`src/rtl/alu_iter_if.sv`:
```
// Request/response bundle between the control unit and the iterative ALU.
interface alu_iter_if;
    logic        start;
    logic [15:0] a;
    logic [15:0] b;
    logic [3:0]  opcode;
    logic        busy;
    logic        done;
    logic [31:0] result;
    logic [15:0] remainder;
    logic        err;

    modport master (
        output start, a, b, opcode,
        input  busy, done, result, remainder, err
    );

    modport slave (
        input  start, a, b, opcode,
        output busy, done, result, remainder, err
    );
endinterface

```
`src/rtl/alu_iter.sv`:
```
// Handshake-driven multi-cycle ALU: single-cycle add/sub/logic/rotate, 16-step MUL and DIV.
// Optional rotate support (opcodes 9/11) is enabled by defining ALU_ITER_ROTATE_EN.
module alu_iter (
    input  logic       clk,
    input  logic       rst_n,
    alu_iter_if.slave  bus
);
    localparam int unsigned OP_W   = 16;
    localparam int unsigned RES_W  = 32;
    localparam int unsigned CNT_W  = 4;

    localparam logic [3:0] OP_ADD = 4'd0;
    localparam logic [3:0] OP_SUB = 4'd1;
    localparam logic [3:0] OP_AND = 4'd2;
    localparam logic [3:0] OP_OR  = 4'd3;
    localparam logic [3:0] OP_MUL = 4'd4;
    localparam logic [3:0] OP_DIV = 4'd5;
`ifdef ALU_ITER_ROTATE_EN
    localparam logic [3:0] OP_ROL = 4'd9;
    localparam logic [3:0] OP_ROR = 4'd11;
`endif

    typedef enum logic [1:0] {
        S_IDLE = 2'd0,
        S_MUL  = 2'd1,
        S_DIV  = 2'd2,
        S_DONE = 2'd3
    } state_t;

    state_t             state_q, state_d;
    logic [CNT_W-1:0]   cnt_q, cnt_d;
    logic [RES_W-1:0]   acc_q, acc_d;
    logic [OP_W-1:0]    a_q, a_d;
    logic [OP_W-1:0]    b_q, b_d;
    logic [RES_W-1:0]   result_q, result_d;
    logic [OP_W-1:0]    rem_q, rem_d;
    logic               err_q, err_d;
    logic               busy_q, busy_d;
    logic               done_q, done_d;

    logic [RES_W-1:0]   op_res;
    logic               op_err;
    logic [RES_W-1:0]   add_ext;
    logic [RES_W-1:0]   sub_ext;
    logic [OP_W:0]      mul_sum;
    logic [RES_W-1:0]   mul_nxt;
    logic [OP_W:0]      div_sh;
    logic [OP_W+1:0]    div_diff;
    logic [RES_W-1:0]   div_nxt;
`ifdef ALU_ITER_ROTATE_EN
    logic [RES_W-1:0]   rot_l;
    logic [RES_W-1:0]   rot_r;
`endif

    // Single-cycle datapath, evaluated straight from the request inputs.
    always_comb begin
        add_ext = {{16{bus.a[15]}}, bus.a} + {{16{bus.b[15]}}, bus.b};
        sub_ext = {{16{bus.a[15]}}, bus.a} - {{16{bus.b[15]}}, bus.b};
`ifdef ALU_ITER_ROTATE_EN
        rot_l   = {bus.a, bus.a} << bus.b[3:0];
        rot_r   = {bus.a, bus.a} >> bus.b[3:0];
`endif
        op_res  = '0;
        op_err  = 1'b0;
        case (bus.opcode)
            OP_ADD:  op_res = add_ext;
            OP_SUB:  op_res = sub_ext;
            OP_AND:  op_res = {16'h0, bus.a & bus.b};
            OP_OR:   op_res = {16'h0, bus.a | bus.b};
`ifdef ALU_ITER_ROTATE_EN
            OP_ROL:  op_res = {16'h0, rot_l[31:16]};
            OP_ROR:  op_res = {16'h0, rot_r[15:0]};
`endif
            default: op_err = 1'b1;
        endcase
    end

    // One shift-add step: acc holds {partial product, remaining multiplier bits}.
    always_comb begin
        mul_sum = {1'b0, acc_q[31:16]} + (acc_q[0] ? {1'b0, a_q} : 17'd0);
        mul_nxt = {mul_sum, acc_q[15:1]};
    end

    // One restoring-division step: acc holds {partial remainder, dividend/quotient}.
    always_comb begin
        div_sh   = {acc_q[31:16], acc_q[15]};
        div_diff = {1'b0, div_sh} - {2'b00, b_q};
        if (!div_diff[OP_W+1])
            div_nxt = {div_diff[15:0], acc_q[14:0], 1'b1};
        else
            div_nxt = {div_sh[15:0], acc_q[14:0], 1'b0};
    end

    always_comb begin
        state_d  = state_q;
        cnt_d    = cnt_q;
        acc_d    = acc_q;
        a_d      = a_q;
        b_d      = b_q;
        result_d = result_q;
        rem_d    = rem_q;
        err_d    = err_q;

        case (state_q)
            S_IDLE: begin
                if (bus.start) begin
                    a_d = bus.a;
                    b_d = bus.b;
                    if (bus.opcode == OP_MUL) begin
                        acc_d   = {16'h0, bus.b};
                        cnt_d   = CNT_W'(15);
                        state_d = S_MUL;
                    end else if (bus.opcode == OP_DIV && bus.b != 16'h0) begin
                        acc_d   = {16'h0, bus.a};
                        cnt_d   = CNT_W'(15);
                        state_d = S_DIV;
                    end else if (bus.opcode == OP_DIV) begin
                        result_d = 32'h0000_FFFF;
                        rem_d    = bus.a;
                        err_d    = 1'b1;
                        state_d  = S_DONE;
                    end else begin
                        result_d = op_res;
                        rem_d    = '0;
                        err_d    = op_err;
                        state_d  = S_DONE;
                    end
                end
            end
            S_MUL: begin
                acc_d = mul_nxt;
                if (cnt_q == '0) begin
                    result_d = mul_nxt;
                    rem_d    = '0;
                    err_d    = 1'b0;
                    state_d  = S_DONE;
                end else begin
                    cnt_d = cnt_q - CNT_W'(1);
                end
            end
            S_DIV: begin
                acc_d = div_nxt;
                if (cnt_q == '0) begin
                    result_d = {16'h0, div_nxt[15:0]};
                    rem_d    = div_nxt[31:16];
                    err_d    = 1'b0;
                    state_d  = S_DONE;
                end else begin
                    cnt_d = cnt_q - CNT_W'(1);
                end
            end
            S_DONE:  state_d = S_IDLE;
            default: state_d = S_IDLE;
        endcase

        busy_d = (state_d != S_IDLE);
        done_d = (state_d == S_DONE);
    end

    always_ff @(posedge clk or negedge rst_n) begin
        if (!rst_n) begin
            state_q  <= S_IDLE;
            cnt_q    <= '0;
            acc_q    <= '0;
            a_q      <= '0;
            b_q      <= '0;
            result_q <= '0;
            rem_q    <= '0;
            err_q    <= 1'b0;
            busy_q   <= 1'b0;
            done_q   <= 1'b0;
        end else begin
            state_q  <= state_d;
            cnt_q    <= cnt_d;
            acc_q    <= acc_d;
            a_q      <= a_d;
            b_q      <= b_d;
            result_q <= result_d;
            rem_q    <= rem_d;
            err_q    <= err_d;
            busy_q   <= busy_d;
            done_q   <= done_d;
        end
    end

    assign bus.busy      = busy_q;
    assign bus.done      = done_q;
    assign bus.result    = result_q;
    assign bus.remainder = rem_q;
    assign bus.err       = err_q;
endmodule
```
`src/flat_wrapper.sv`:
```
// flat-port wrapper written by rule: the top's interface ports become plain ports
module alu_iter_flat 
  (clk, rst_n, bus_start, bus_a, bus_b, bus_opcode, bus_busy, bus_done, bus_result, bus_remainder, bus_err);
  alu_iter_if bus_i ();
  input  logic clk;
  input  logic rst_n;
  input wire logic [$bits(bus_i.start)-1:0] bus_start;
  input wire logic [$bits(bus_i.a)-1:0] bus_a;
  input wire logic [$bits(bus_i.b)-1:0] bus_b;
  input wire logic [$bits(bus_i.opcode)-1:0] bus_opcode;
  output wire logic [$bits(bus_i.busy)-1:0] bus_busy;
  output wire logic [$bits(bus_i.done)-1:0] bus_done;
  output wire logic [$bits(bus_i.result)-1:0] bus_result;
  output wire logic [$bits(bus_i.remainder)-1:0] bus_remainder;
  output wire logic [$bits(bus_i.err)-1:0] bus_err;
  assign bus_i.start = bus_start;
  assign bus_i.a = bus_a;
  assign bus_i.b = bus_b;
  assign bus_i.opcode = bus_opcode;
  assign bus_busy = bus_i.busy;
  assign bus_done = bus_i.done;
  assign bus_result = bus_i.result;
  assign bus_remainder = bus_i.remainder;
  assign bus_err = bus_i.err;
  alu_iter u_core (.clk(clk), .rst_n(rst_n), .bus(bus_i));
endmodule
```
`config.mk`:
```
export PLATFORM = sky130hd
export DESIGN_NAME = alu_iter_flat
export DESIGN_NICKNAME = d
export VERILOG_FILES = /design/src/rtl/alu_iter_if.sv /design/src/rtl/alu_iter.sv /design/src/flat_wrapper.sv
export SDC_FILE = /design/constraint.sdc
export NUM_CORES = 1
export LEC_CHECK = 0
export ABC_AREA = 1
export ABC_CLOCK_PERIOD_IN_PS = 4510
export BUFFER_PORTS_ARGS = -buffer_cell sky130_fd_sc_hd__buf_2
export CORE_MARGIN = 3
export CORE_UTILIZATION = 65
export DETAILED_ROUTE_END_ITERATION = 6
export PLACE_DENSITY = 0.86
export SYNTH_ARGS = -nofsm -noshare
export SYNTH_HDL_FRONTEND = slang
export SYNTH_SLANG_ARGS = --single-unit
```
`constraint.sdc`:
```
create_clock -name clk -period 4.51 [get_ports clk]
set_input_delay 0 -clock clk [delete_from_list [all_inputs] [get_ports clk]]
set_output_delay 0 -clock clk [all_outputs]
set_load 0.05 [all_outputs]
```
======== Word-level counts from Yosys, hierarchy flattened ========
Cells that the tools add are included.
cells by class
  add/sub/neg operators ................... 5
  $mul .................................... 0
  div/mod/pow operators ................... 0
  $lt $le $gt $ge ......................... 0
  equal/unequal tests ..................... 17
  shift operators ......................... 0
  mux-type cells .......................... 38
  bitwise logic cells ..................... 2
  reductions and logical operators ........ 15
operator list
  operator                                                                count
  32-bit 2-to-1 mux                                                       10
  32-bit case mux with 3 select lines                                     2
  32-bit case mux with 4 select lines                                     1
  16-bit 2-to-1 mux                                                       7
  16-bit case mux with 3 select lines                                     1
  17-bit by 16-bit subtractor with 18-bit output                          1
  16-bit by 16-bit adder with 17-bit output                               1
  16-bit by 17-bit adder with 17-bit output                               1
  16-bit by 16-bit subtractor with 17-bit output                          1
  16-bit AND                                                              1
  4-bit 2-to-1 mux                                                        4
  16-bit OR                                                               1
  16-bit nonzero test                                                     1
  4-bit by 2-bit equality test with 1-bit output (second input constant)  2
  4-bit by 3-bit equality test with 1-bit output (second input constant)  2
  4-bit logical NOT                                                       2
  2-bit != test (second input constant)                                   4
  4-bit case mux with 2 select lines                                      1
  1-bit 2-to-1 mux                                                        7
  2-bit equality test (second input constant)                             3
  2-bit 2-to-1 mux                                                        3
  2-bit by 1-bit != test with 1-bit output (second input constant)        3
  2-bit case mux with 3 select lines                                      1
  6-bit AND reduction                                                     1
  other kinds (15)                                                        16
word-level totals
  flip-flop bits (word level) ............. 121
  bits in latches ......................... 0
  memory bits (writable) .................. 0
  bits in read-only memories .............. 0
  bits of input ports ..................... 39
  output and inout bits ................... 51
  logic and storage cells ................. 87
  memories ................................ 0

======== Depth between registers and ports, before layout ========
  depth in word-level cells ............... 8
  depth in mapped cells ................... 22
  depth with buffers taken out ............ 21

======== Worst setup path before layout ========
OpenSTA, ideal clock, no wires.
  path type ............................... input to register
  from .................................... input bus_b[0]
  to ...................................... register u_core.result_q[21] (netlist: u_core.bus.result[21])
  setup time .............................. 118 ps
  arrival time ............................ 2335 ps
  data required time ...................... 4392 ps
  path slack .............................. 2057 ps
  cell stages on the path ................. 20
  buffers on the path ..................... 1
  cells stage by stage .................... inv_1 > ha_1 > nand3_4 > nor2_4 > nand2_1 > o21ai_0 > o21ai_0 > xor2_1 > ha_1 > nand2_1 > nor2_1 > and2_1 > nand2_1 > nand3_1 > nand3_1 > nand3_2 > buf_4 > nand2_1 > nand2_1 > nand2_1
on the way
  word-level cells in the longest chain between the ends .. 7
  elaborated cells on any way between the ends .. 12
  those cells by class .................... add/sub: 2; eq/ne: 1; mux: 6; reduce/logical: 3
ends and longest elaborated chain
  element                                                                                                      line                            source
  from (decl)                                                                                                  flat_wrapper.sv:9               input wire logic [$bits(bus_i.b)-1:0] bus_b;
  16-bit by 16-bit subtractor with 17-bit output or 16-bit by 16-bit adder with 17-bit output (tied branches)  alu_iter.sv:58, alu_iter.sv:57
  32-bit case mux with 4 select lines                                                                          alu_iter.sv:65                  case (bus.opcode)
  32-bit 2-to-1 mux                                                                                            alu_iter.sv:117                 end else if (bus.opcode == OP_DIV) begin
  32-bit 2-to-1 mux                                                                                            alu_iter.sv:113                 end else if (bus.opcode == OP_DIV && bus.b != 16'h0) begin
  32-bit 2-to-1 mux                                                                                            alu_iter.sv:109                 if (bus.opcode == OP_MUL) begin
  32-bit 2-to-1 mux                                                                                            alu_iter.sv:106                 if (bus.start) begin
  32-bit case mux with 3 select lines                                                                          alu_iter.sv:104                 case (state_q)
  to (signal assigned)                                                                                         alu_iter.sv:178                 result_q <= result_d;
  to (decl)                                                                                                    alu_iter.sv:35                  logic [RES_W-1:0] result_q, result_d;
Several ways; a longest one is shown, not always the timed one. The select of a mux whose other input is x is not followed.
A chain may end at the register's enable or synchronous reset.

======== Worst setup path after layout ========
  from .................................... input bus_b[0]
  to ...................................... register u_core.result_q[26] (netlist: u_core.bus.result[26])
Same word-level chain as after synthesis.

==> run_results.csv <==
group,metric,value,unit
worst_setup_path,cp_max_fo,16,
timing,worst_slew_pin_slew,0.964,ns
hold_path,min-delay-start,"bus_b[9]",
grt,antenna_found_initial,0,
placement,dp_hpwl,23000,um
timing,fmax,0.312,GHz
synth,synth_top_area_frac,0.311,
hold_path,hold_class,"in2reg",
cts,cts_sinks,121,
grt,grt_max_degree,63,
timing,tns,0,ns
cts,htreeDepth,4,
power_and_ir_drop,combPwrFrac,0.635,
placement,gp_congestion,0.994,
timing,slew_headroom,0.357,
floorplan,die_h,128,um
synth,ys_warn_count,0,
floorplan,start_util,0.667,
cts,clk_pin_slew,0.06,ns
cts,cts_buffer_depth,2,
cts,worstSkewPairLatency,0.44,ns
finish,drive_above_1_share,0.126,
floorplan,rows,44,
cts,cts_tree,"done",
routing,first_pass_iters,6,
floorplan,die_area,16500,um2
synth,synth-async-reset-ratio,1.00,
outcome,outcome,"complete, no violations",
grt,grt_pass1_wl,50000,um
power_and_ir_drop,swShare,0.545,
finish,fillers,1148,
timing,hold_viol,0,
timing,drv_slew,0,
floorplan,pin_count,90,
cts,ctsResizeCount,0,
finish,fin_cells,1748,
finish,syn_to_final_growth,13.3,%
synth,yosys_most_used_dff,"dfrtp_1",
synth,yosys.cell_types.count,49,
worst_setup_path,arrival,3.57,ns
routing,wl_met3,3090,um
synth,yosysMostFrequentCell,"nand2_1",
timing,fin_crit_sh,0.712,
routing,initialDrtViolationCount,1164,
timing,rsz0062_at_grt,"no",
power_and_ir_drop,p_leak,6.13,nW
power_and_ir_drop,seqPwrFrac,0.221,
routing,via_count,10400,
routing,wl_met2,14500,um
finish,nets,1650,
floorplan,fp.dieW,128,um
placement,io_buffers,89,
hold_path,whs_path_depth,3,
worst_setup_path,end_kind,"register",
power_and_ir_drop,intPower,0.00420,W
synth,synth_top_area_cell,"dfrtp_1",
synth,postSynthAreaPerCell,6.69,um2
cts,root_buffer,"clkbuf_16",
floorplan,design.core.area,14600,um2
timing,clock_skew,0.0110,ns
routing,routed.top_layer,"met4",
grt,grt_overflow,0,
timing,period_needed,3.21,ns
power_and_ir_drop,worst_ir_drop_vdd,0.598,mV
synth,syn_area,9740,um2
worst_setup_path,crit_type,"in2reg",
power_and_ir_drop,p_sw,0.00503,W
power_and_ir_drop,power.density,836,nW/um2
routing,met1Wirelength,12100,um
synth,synth_area_leaders,"dfrtp_1, nand2_1, inv_1",
grt,grtUsageTotal,0.389,
power_and_ir_drop,clock_power_share,0.144,
worst_setup_path,critPathLaunch,"bus_b[0]",
finish,antennaDiodeCount,0,
synth,synth_edf_count,0,
routing,drc,0,
worst_setup_path,crit_required,4.87,ns
synth,synth_commonest_cells,"nand2_1, inv_1, nor2_1",
routing,wl,31700,um
synth,yosysSeqAreaShare,0.311,
routing,ant_nets,0,
timing,setup_viol_count_final,0,
synth,ys_seq_elements,121,
routing,wl_per_cell,18.1,um
timing,fin_hold_ws,0.0194,ns
worst_setup_path,reg2reg_depth,7,
worst_setup_path,cp-start-kind,"primary input",
power_and_ir_drop,power,0.00923,W
finish,fin_util,0.756,
grt,grt_pass1_vias,9920,
cts,cts_buffers,17,
worst_setup_path,reg2reg_from,"u_core.state_q[1]",
synth,synth_nets,1553,
placement,dp_cells,1691,
synth,synth_cells,1455,
routing,vias_per_cell,5.93,
run,max-cap-violations,0,
-- state kept, by name, indices dropped and copies added, names as in the netlist --
register	count
u_core.state_q	2
u_core.bus.busy	1
u_core.bus.remainder	16
u_core.bus.result	32
u_core.a_q	16
u_core.bus.err	1
u_core.b_q	16
u_core.bus.done	1
u_core.cnt_q	4
u_core.acc_q	32
-- timing repair --
action,CTS,global route
setup buffers,0,0
hold buffers,26,0
hold endpoints to repair,86,0
-- layout by cell type, fill, tap and decap left out, drive strengths merged, types with 8 or more instances in the layout --
master / synthesis / layout
nand2: 451 / 451
inv: 213 / 216
nor2: 131 / 131
dfrtp: 121 / 121
o21ai: 117 / 117
buf: 27 / 97
a21oi: 90 / 90
nand3: 90 / 90
ha: 56 / 56
dlygate4sd3: 0 / 26
a21boi: 20 / 20
clkbuf: 18 / 18
xor2: 14 / 14
o22ai: 13 / 13
nand3b: 13 / 13
nor3: 9 / 9
xnor2: 8 / 8
o21a: 8 / 8
-- worst max-delay path, stage by stage --
cell,delay (ns)
dlygate4sd3_1,0.53
buf_2,0.15
inv_1,0.11
ha_1,0.22
nand3_4,0.11
nor2_4,0.15
nand2_1,0.08
o21ai_0,0.26
o21ai_0,0.18
xor2_1,0.17
ha_1,0.36
nand2_1,0.09
nor2_1,0.13
and2_1,0.13
nand2_1,0.05
nand3_1,0.10
inv_1,0.05
nand2_1,0.06
nand3_2,0.31
nand2_1,0.16
nand2_1,0.08
nand2_1,0.09
-- layer usage --
metal  track usage  vias to the layer above
met5             0                        -
met4         0.225                        0
met3        0.0747                      148
met2         0.620                      646
met1         0.497                     4717
li1              -                     4857
-- final cells by class --
type | instances | area (um2) | share of cell area
Sequential cell | 121 | 3030 | 0.274
Clock inverter | 13 | 121 | 0.0110
Multi-Input combinational cell | 1075 | 5640 | 0.511
Timing Repair Buffer | 123 | 768 | 0.0696
Tap cell | 184 | 230 | 0.0209
Clock buffer | 18 | 439 | 0.0398
Inverter | 214 | 803 | 0.0728
-- kinds of logic after synthesis --
kind of cell	share of synthesized area
AND/OR/NAND/NOR	0.311
AO/OA/AOI/OAI	0.171
buffers and inverters	0.109
flip-flops	0.311
adder cells (fa/ha/maj)	0.0781
XOR/XNOR	0.0198
-- metrics by stage --
stage	setup WS, ns	instance area (um2)
floorplan	2.06	9740
global placement	1.60	10200
detailed placement	1.46	10200
CTS	1.35	11000
global route	1.06	11000
finish	1.30	11000
-- power by group through the flow --
stage          Combinational (W)  Clock [W]  Sequential [W]
3_3_place_gp             0.00555          0         0.00200
2_1_floorplan            0.00384          0         0.00264
5_1_grt                  0.00649    0.00136         0.00208
4_1_cts                  0.00576    0.00132         0.00201
3_5_place_dp             0.00565          0         0.00202
6_report                 0.00586    0.00133         0.00204
-- path summary, 6_finish.rpt --
path,to,slack (ns)
worst max-delay path,u_core.bus.result[26],1.30
worst min-delay path,u_core.b_q[9],0.02
worst max register to register,u_core.acc_q[23],1.52
worst min register to register,u_core.bus.result[28],0.47
max in group asynchronous,u_core.acc_q[9],3.02
min in group asynchronous,u_core.b_q[14],0.21
No activity file was read; power rests on OpenSTA's default activity.
